### src/rtl/pipe_pkg.sv
// Shared pipeline definitions: register index width, latency code width, long-unit code.
// Latency: n/a (types and constants only).
// Backpressure: n/a.
package pipe_pkg;

  localparam int PIPE_REG_AW = 5;
  localparam int PIPE_LAT_W  = 3;

  // All-ones latency code marks a long-unit producer that is pending until writeback.
  localparam logic [PIPE_LAT_W-1:0] PIPE_LONG = '1;

  typedef logic [PIPE_REG_AW-1:0] reg_idx_t;

endpackage

### src/rtl/sb_entry.sv
// One register's scoreboard entry: latency down-counter plus long-unit pending flag.
// Latency: load/clear visible on pend the cycle after the edge that captures them.
// Backpressure: none; the owner decides when to load, the entry always accepts.
module sb_entry
  import pipe_pkg::*;
#(
  parameter int LAT_W = PIPE_LAT_W
) (
  input  logic             clk,
  input  logic             rst_n,
  input  logic             load,
  input  logic             load_long,
  input  logic [LAT_W-1:0] load_cnt,
  input  logic             wb_clr,
  output logic             pend
);

  logic [LAT_W-1:0] cnt;
  logic             long_q;

  // Counter: a new issue overrides the free-running decrement.
  always_ff @(posedge clk or negedge rst_n) begin
    if (!rst_n) begin
      cnt <= '0;
    end else if (load) begin
      cnt <= load_long ? '0 : load_cnt;
    end else if (cnt != '0) begin
      cnt <= cnt - 1'b1;
    end
  end

  // Long flag: set by a long issue, cleared only by a matching writeback.
  always_ff @(posedge clk or negedge rst_n) begin
    if (!rst_n) begin
      long_q <= 1'b0;
    end else if (load && load_long) begin
      long_q <= 1'b1;
    end else if (wb_clr) begin
      long_q <= 1'b0;
    end
  end

  assign pend = (cnt != '0) | long_q;

endmodule

### src/rtl/hazard_scoreboard.sv
// ID-stage hazard unit: per-register pending-write scoreboard driving stall/bubble controls.
// Latency: stall is combinational from registered state; scoreboard updates on the next edge.
// Backpressure: stall deasserts pc_write/if_id_write and injects a bubble into ID/EX.
module hazard_scoreboard
  import pipe_pkg::*;
#(
  parameter int NUM_REGS = 32,
  parameter int REG_AW   = PIPE_REG_AW,
  parameter int LAT_W    = PIPE_LAT_W,
  parameter int FWD_EN   = 1,
  parameter int WB_LAT   = 3,
  parameter int CNT_W    = 32
) (
  input  logic                clk,
  input  logic                rst_n,
  input  logic                issue_valid,
  input  logic                flush,
  input  logic [REG_AW-1:0]   rs1,
  input  logic [REG_AW-1:0]   rs2,
  input  logic                rs1_used,
  input  logic                rs2_used,
  input  logic [REG_AW-1:0]   rd,
  input  logic                reg_write,
  input  logic [LAT_W-1:0]    lat,
  input  logic                wb_valid,
  input  logic [REG_AW-1:0]   wb_rd,
  output logic                pc_write,
  output logic                if_id_write,
  output logic                control_mux,
  output logic                stall,
  output logic [NUM_REGS-1:0] busy_mask,
  output logic [CNT_W-1:0]    stall_count
);

  localparam logic [LAT_W-1:0] LONG = '1;

  logic                   lat_long;
  logic                   long_busy;
  logic [NUM_REGS-1:0]    pend_vec;
  logic [2**REG_AW-1:0]   pend_all;
  logic                   raw_haz;
  logic                   waw_haz;
  logic                   struct_haz;
  logic                   stall_int;
  logic                   issue;
  logic [LAT_W-1:0]       load_cnt;

  assign lat_long = (lat == LONG);

  // x0 never has a pending write.
  assign pend_vec[0] = 1'b0;

  genvar r;
  generate
    for (r = 1; r < NUM_REGS; r++) begin : g_entry
      sb_entry #(.LAT_W(LAT_W)) u_entry (
        .clk       (clk),
        .rst_n     (rst_n),
        .load      (issue & reg_write & (rd == REG_AW'(r))),
        .load_long (lat_long),
        .load_cnt  (load_cnt),
        .wb_clr    (wb_valid & (wb_rd == REG_AW'(r))),
        .pend      (pend_vec[r])
      );
    end
  endgenerate

  // Widen to the full index space so out-of-range indices read as not pending.
  always_comb begin
    pend_all                = '0;
    pend_all[NUM_REGS-1:0]  = pend_vec;
  end

  assign raw_haz    = (rs1_used & pend_all[rs1]) | (rs2_used & pend_all[rs2]);
  assign waw_haz    = reg_write & (rd != '0) & pend_all[rd];
  assign struct_haz = lat_long & long_busy;

  assign stall_int = issue_valid & ~flush & (raw_haz | waw_haz | struct_haz);
  assign issue     = issue_valid & ~flush & ~stall_int;

  // Without forwarding every short producer is visible only after the fixed writeback delay.
  assign load_cnt = (FWD_EN != 0) ? lat : LAT_W'(WB_LAT);

  assign stall       = stall_int;
  assign control_mux = stall_int;
  assign pc_write    = ~stall_int;
  assign if_id_write = ~stall_int;
  assign busy_mask   = pend_vec;

  // Long unit occupancy: any writeback frees it; a new long issue takes it the same edge.
  always_ff @(posedge clk or negedge rst_n) begin
    if (!rst_n) begin
      long_busy <= 1'b0;
    end else if (issue && lat_long) begin
      long_busy <= 1'b1;
    end else if (wb_valid) begin
      long_busy <= 1'b0;
    end
  end

  // Saturating count of stalled cycles.
  always_ff @(posedge clk or negedge rst_n) begin
    if (!rst_n) begin
      stall_count <= '0;
    end else if (stall_int && (stall_count != '1)) begin
      stall_count <= stall_count + 1'b1;
    end
  end

endmodule

### config.mk
export PLATFORM = sky130hd
export DESIGN_NAME = hazard_scoreboard
export DESIGN_NICKNAME = d
export VERILOG_FILES = /design/src/rtl/pipe_pkg.sv /design/src/rtl/sb_entry.sv /design/src/rtl/hazard_scoreboard.sv
export SDC_FILE = /design/constraint.sdc
export NUM_CORES = 1
export LEC_CHECK = 0
export BUFFER_PORTS_ARGS = -buffer_cell sky130_fd_sc_hd__buf_2
export CAP_MARGIN = 20
export CORE_MARGIN = 4
export CORE_UTILIZATION = 50
export DETAILED_ROUTE_END_ITERATION = 7
export PLACE_DENSITY = 0.75
export SLEW_MARGIN = 10
export SYNTH_ARGS = -nofsm -noshare
export SYNTH_HDL_FRONTEND = slang
export SYNTH_HIERARCHICAL = 1
export SYNTH_SLANG_ARGS = --single-unit
export TNS_END_PERCENT = 10
### constraint.sdc
create_clock -name clk -period 3.4 [get_ports clk]
set_input_delay 0.17 -clock clk [delete_from_list [all_inputs] [get_ports clk]]
set_output_delay 0.17 -clock clk [all_outputs]
set_load 0.02 [all_outputs]
==> results of run 1 <==
-- worst max-delay path, stage by stage, from the launching register on --
cell and delay (ns):
dfrtp_1 0.39, inv_1 0.12, ha_2 0.23, nand2b_4 0.06, nand2b_4 0.15, mux4_2 0.47, mux2_2 0.29, nand3_1 0.11
nand3_2 0.12, a221oi_4 0.32, and3_4 0.30, nand2_8 0.13, nor3_1 0.21, buf_4 0.19, nand2_1 0.07, o22ai_1 0.19
-- report_power, final --
group	internal, W	switching (W)
logic	0.00333	0.00283
registers	0.00260	0.000422
clock network	0.00105	0.000890
-- layout by cell type (no fill, tap or decap), types with 4 or more instances in the layout --
cell type and instances:
o21ai_0 55, nor3_2 16, mux4_2 16, inv_1 58, o21ai_1 7, mux2_4 31
buf_2 94, ha_4 21, ha_1 33, nand3_1 13, nor2b_1 6, buf_6 13
inv_2 41, nand2_1 82, mux2i_1 40, nor3_1 13, o21ai_2 34, nor4_1 4
or2_2 6, dfrtp_1 157, inv_6 8, nand2b_4 61, buf_4 115, nand3b_1 64
clkbuf_16 17, buf_12 5, xor2_1 14, o22ai_1 28, and4_1 7, nand4_1 14
nand2b_1 11, and3_1 13, xnor2_1 46, nor3_4 8, ha_2 9, nor2_1 66
mux2_2 11
-- how the worst min path moves through the flow --
| stage | from | end | cells past startpoint | slack [ns] |
|---|---|---|---|---|
| after floorplan | rst_n | g_entry[10].u_entry/cnt[0] | 0 | -0.13 |
| after global placement | rst_n | g_entry[8].u_entry/cnt[0] | 1 | 0.26 |
| after detailed placement | rst_n | g_entry[8].u_entry/cnt[0] | 1 | 0.27 |
| after CTS | wb_valid | long_busy | 2 | 0.01 |
| after global routing | wb_valid | long_busy | 2 | 0.06 |
| final | wb_valid | long_busy | 2 | 0.05 |
-- cell families after synthesis --
group | after synthesis
AO/OA/AOI/OAI | 144
XOR/XNOR | 60
adder cells (fa/ha/maj) | 63
buffers and inverters | 127
flip-flops | 157
multiplexers | 98
other | 1
AND/OR/NAND/NOR | 400
-- synthesized netlist by cell type (31+ instances only) --
cell / n / area share
mux2_4: 31 / 0.044
xnor2_1: 46 / 0.039
nand2b_4: 31 / 0.041
o21ai_2: 31 / 0.026
nor3_1: 35 / 0.017
nand2_1: 82 / 0.029
ha_1: 63 / 0.075
nand3b_1: 64 / 0.046
o22ai_1: 31 / 0.019
inv_1: 100 / 0.036
dfrtp_1: 157 / 0.38
nand2b_1: 42 / 0.025
mux2i_1: 40 / 0.038
nor2_1: 67 / 0.024
o21ai_0: 65 / 0.031
-- per-layer routing --
metal  up-vias  global-route usage  share of wire
met5         -                   0        0.00040
met4         2              0.0742          0.038
met3        85              0.0523          0.078
met2       415               0.406           0.48
met1      4421               0.320           0.40
li1       4074                   -              -
-- state kept, by name, indices dropped and copies added (netlist names) --
| name | cells |
|---|---|
| g_entry.u_entry/cnt | 93 |
| stall_count | 32 |
| g_entry.u_entry/long_q | 31 |
| long_busy | 1 |
-- per-stage QoR --
stage               hold slack, ns  TNS, ns
global placement             0.260    -2.97
floorplan                   -0.126   -18.06
detailed placement           0.267    -7.39
global route                0.0605    -7.67
CTS                         0.0143   -0.307
finish                      0.0491   -0.306
-- layout make-up --
cell class / count / area share
multi-input cells: 766 / 0.499
flip-flops and latches: 157 / 0.288
repair buffers: 228 / 0.117
clock buffers: 17 / 0.0312
inverters: 100 / 0.0277
well taps: 270 / 0.0248
clock inverters: 15 / 0.0126
-- what timing repair did --
action | in CTS | in global routing
setup endpoints to repair | 126 | 138
pin swaps | 8 | 16
hold buffers | 1 | 0
buffers inserted | 18 | 37
hold endpoints to repair | 74 | 0
resized for setup | 97 | 117
==> metrics.txt, run 1 <==
Ports 99; largest family of logic cells by synthesized area simple AND/OR/NAND/NOR gates; CTS tree done; Worst EP required 3.74 ns; fin util 0.667; area grow syn2layout 30.3%; synth warn 6; aggregate global-route resource usage 0.244; reg-to-reg slack, setup -0.06 ns; failing checks negative setup slack; simple logic cell fraction of the synthesized area 0.231; Crit. End Element register; DRT iter0 DRCs 817; setup violators final 15; Yosys cell types 50; largest net degree at the start of global routing 95; final worst slack -0.0625 ns; root buffer cell clkbuf_16; Async SR Flop Fraction 1.00; Final Skew 0.0101 ns; final RePlAce weighted congestion 0.970; # DRC 0; multi-input logic area 6800 um2; mux contribution to synthesized area 0.129; Setup WS pre-CTS -0.167 ns; Final Cell Area 13600 um2; clock tree sinks 157; Synth Area in Adders 0.0753; area fraction in compound gates after synthesis 0.0903; CORE AREA 20400 um2; post-layout min period 3.46 ns; via/cell ratio 5.79; area of the die 23300 um2; Crit Path Category register to register; RSZ-0062 raised after global routing true; initial antenna violation count 1; Die Y-Extent 153 um; register area 3930 um2; Setup crit start g_entry[14].u_entry/cnt[1]; nets@finish 1364; Post-Place Cells 1465; Post-synth EDFFs 0; RR Startpoint g_entry[14].u_entry/cnt[1]; Max Clk Rate 0.289 GHz; vias in the first global route 8774; Mapped Nets 1144; port bufs 97; Pwr per Cell Area 816 nW/um2; Placed Area 11800 um2; vias 8997; wirelength, routed 30300 um; FF+latch count, synth 157; cells after synthesis 1050; Hold Crit Class input port to register; Inserted Diodes 0; clock latency on the worst-skew pair 0.44 ns; share of layout cells above drive strength 1 0.413; routed length per instance 19.5 um; largest fanout on the critical path 16; TritonCTS buffer count 17; clock-pin slew on the worst setup and hold paths 0.07 ns; worst vdd ir 0.455 mV; Max H-tree Level 4; status complete, but fails checks; Die X-Extent 153 um; Mapped Area 10500 um2; fin cells 1553; Initial Utilization 0.512; Post-DP HPWL 19100 um; cells on worst reg2reg path 15; CTS max path bufs 2; Std-Cell Rows 52; first-pass GRT wire length 46300 um; max-cap viol count 0; Initial DRT Pass Iterations 5; post-synthesis sequential area ratio 0.376; filler cell count 1482; post-route antenna net violation count 0; CP endpoint g_entry[28].u_entry/cnt[0]; syn avg cell area 9.96 um2; Final Hold Fails 0; WP data arrival 3.81 ns; Slew Viols, Final 0; Pleak 6.30 nW; critical path startpoint category register; total power 0.0111 W; Tcrit/Tclk final 1.02; Synth Area in XOR/XNOR 0.0502; main flop type after synthesis dfrtp_1; Slew @ Worst Pin 0.907 ns; Reg-to-Reg End g_entry[28].u_entry/cnt[0]; total grt overflow 0; Slew HR 0.395
No activity file was read; power rests on OpenSTA's default activity.
==> run 2: changes to the inputs <==
--- a/config.mk
+++ b/config.mk
@@ -7,10 +7,13 @@
 export LEC_CHECK = 0
 export BUFFER_PORTS_ARGS = -buffer_cell sky130_fd_sc_hd__buf_2
 export CAP_MARGIN = 20
+export CELL_PAD_IN_SITES_DETAIL_PLACEMENT = 1
+export CELL_PAD_IN_SITES_GLOBAL_PLACEMENT = 2
 export CORE_MARGIN = 4
-export CORE_UTILIZATION = 50
+export CORE_UTILIZATION = 35
+export CTS_BUF_LIST = sky130_fd_sc_hd__clkbuf_16
 export DETAILED_ROUTE_END_ITERATION = 7
-export PLACE_DENSITY = 0.75
+export PLACE_DENSITY = 0.8
 export SLEW_MARGIN = 10
 export SYNTH_ARGS = -nofsm -noshare
 export SYNTH_HDL_FRONTEND = slang
==> metrics.txt, run 2 (synthesis results as in run 1) <==
CTS max path bufs 2; largest net degree at the start of global routing 78; post-route antenna net violation count 0; share of layout cells above drive strength 1 0.420; RSZ-0062 raised after global routing true; worst vdd ir 0.337 mV; clock tree sinks 157; flip-flop count of the largest register after layout 93; Hold WS 0.0547 ns; Worst Hold Launch wb_valid; TritonCTS buffer count 17; Final Skew 0.0319 ns; total power 0.0113 W; post-layout min period 3.46 ns; Die X-Extent 181 um; reg-to-reg slack, setup -0.06 ns; Max Clk Rate 0.289 GHz; routed length per instance 19.9 um; Setup TNS -1.00 ns; Std-Cell Rows 63; vias in the first global route 9617; via/cell ratio 5.19; setup violators final 45; routing usage on met1 0.271; first-pass GRT wire length 53800 um; most frequent cells in the layout dfrtp_1 (157), buf_4 (149), buf_2 (93), inv_1 (80), nand2_1 (73); WP data arrival 3.82 ns; CTS tree done; port bufs 97; total grt overflow 0; max-cap viol count 0; Crit Path Category register to register; initial antenna violation count 2; largest registers g_entry.u_entry/cnt x93, stall_count x32, g_entry.u_entry/long_q x31; CORE AREA 29600 um2; status complete, but fails checks; Pleak 6.60 nW; Top reg by flops g_entry.u_entry/cnt; final RePlAce weighted congestion 0.876; Crit. End Element register; Initial DRT Pass Iterations 5; clock latency on the worst-skew pair 0.45 ns; Post-DP HPWL 23400 um; RR Startpoint g_entry[7].u_entry/cnt[0]; clock-pin slew on the worst setup and hold paths 0.08 ns; area of the die 32700 um2; Setup crit start g_entry[7].u_entry/cnt[0]; # DRC 0; critical path startpoint category register; Final Hold Fails 0; area grow syn2layout 35.3%; final worst slack -0.0592 ns; DRT iter0 DRCs 530; largest fanout on the critical path 11; Initial Utilization 0.354; Pwr per Cell Area 798 nW/um2; failing checks negative setup slack; grt met2 use 0.348; aggregate global-route resource usage 0.205; Tcrit/Tclk final 1.02; Die Y-Extent 181 um; root buffer cell clkbuf_16; met3 GRT Util 0.0314; Max H-tree Level 4; wirelength, routed 34100 um; commonest non-fill, non-tap cell in the layout dfrtp_1; Worst EP required 3.76 ns; Slew @ Worst Pin 1.06 ns; fin util 0.479; Slew Viols, Final 0; Hold Crit Class input port to register; nets@finish 1406; gr busiest metal met2; Setup WS pre-CTS -0.201 ns; Slew HR 0.290; Ports 99; vias 8911
==> run 2: cell types whose count changed in the layout (fill, tap and decap cells not counted), sizes merged <==
cell | before | now
clkinvlp | 1 | 0
inv | 110 | 109
clkbuf | 17 | 18
buf | 227 | 268
clkinv | 3 | 5
diode | 0 | 1
==> run 2: where the power goes <==
| part | switching, W | internal (W) | leakage [nW] |
|---|---|---|---|
| Combinational | 0.00283 | 0.00345 | 4.39 |
| Clock | 0.000953 | 0.00106 | 0.301 |
| Sequential | 0.000397 | 0.00260 | 1.91 |
| Total | 0.00418 | 0.00711 | 6.60 |
==> run 2: final cells by class <==
class                   count  area, um2
fillers                  3291      15400
inverters                 100        375
diodes                      1       2.50
clock buffers              17        425
flip-flops and latches    157       3930
repair buffers            270       1950
clock inverters            15        188
well taps                 390        488
multi-input cells         766       6790
==> run 2: worst paths after layout <==
| check | end | cells past startpoint |
|---|---|---|
| worst max-delay path | g_entry[24].u_entry/cnt[0] | 15 |
| worst min-delay path | long_busy | 2 |
| worst max register to register | g_entry[24].u_entry/cnt[0] | 15 |
| worst min register to register | stall_count[30] | 1 |
| max in group asynchronous | g_entry[16].u_entry/cnt[2] | 3 |
| min in group asynchronous | g_entry[8].u_entry/cnt[2] | 2 |
==> run 2: metal layers <==
| metal | routed length (um) | vias up |
|---|---|---|
| met1 | 15400 | 4546 |
| li1 | - | 4147 |
| met2 | 16700 | 174 |
| met5 | 13 | - |
| met4 | 755 | 2 |
| met3 | 1130 | 42 |
==> run 2: worst max-delay path, stage by stage (launching register included) <==
cell and delay (ns):
dfrtp_1 0.39, inv_2 0.09, ha_4 0.15, nand2b_4 0.06
nand2b_4 0.18, mux4_2 0.47, nor2b_4 0.13, o41a_1 0.48
a221oi_4 0.35, and3_4 0.28, nand2_4 0.08, buf_12 0.16
nor3_2 0.15, buf_4 0.19, nand2_1 0.05, o22ai_1 0.17
==> run 2: metrics by stage <==
step,instances,instance area [um2]
after global routing,1716,14200
after global placement,1659,12500
after floorplan,1050,10500
after CTS,1700,13600
final,1716,14200
after detailed placement,1659,12500
==> run 2: repair_timing <==
item / in CTS / in global routing
hold buffers: 1 / 0
buffers inserted: 8 / 14
endpoints found under the setup margin: 128 / 136
resized for setup: 103 / 146
gates cloned: 0 / 1
pin swaps: 9 / 17
endpoints found under the hold margin: 64 / 0
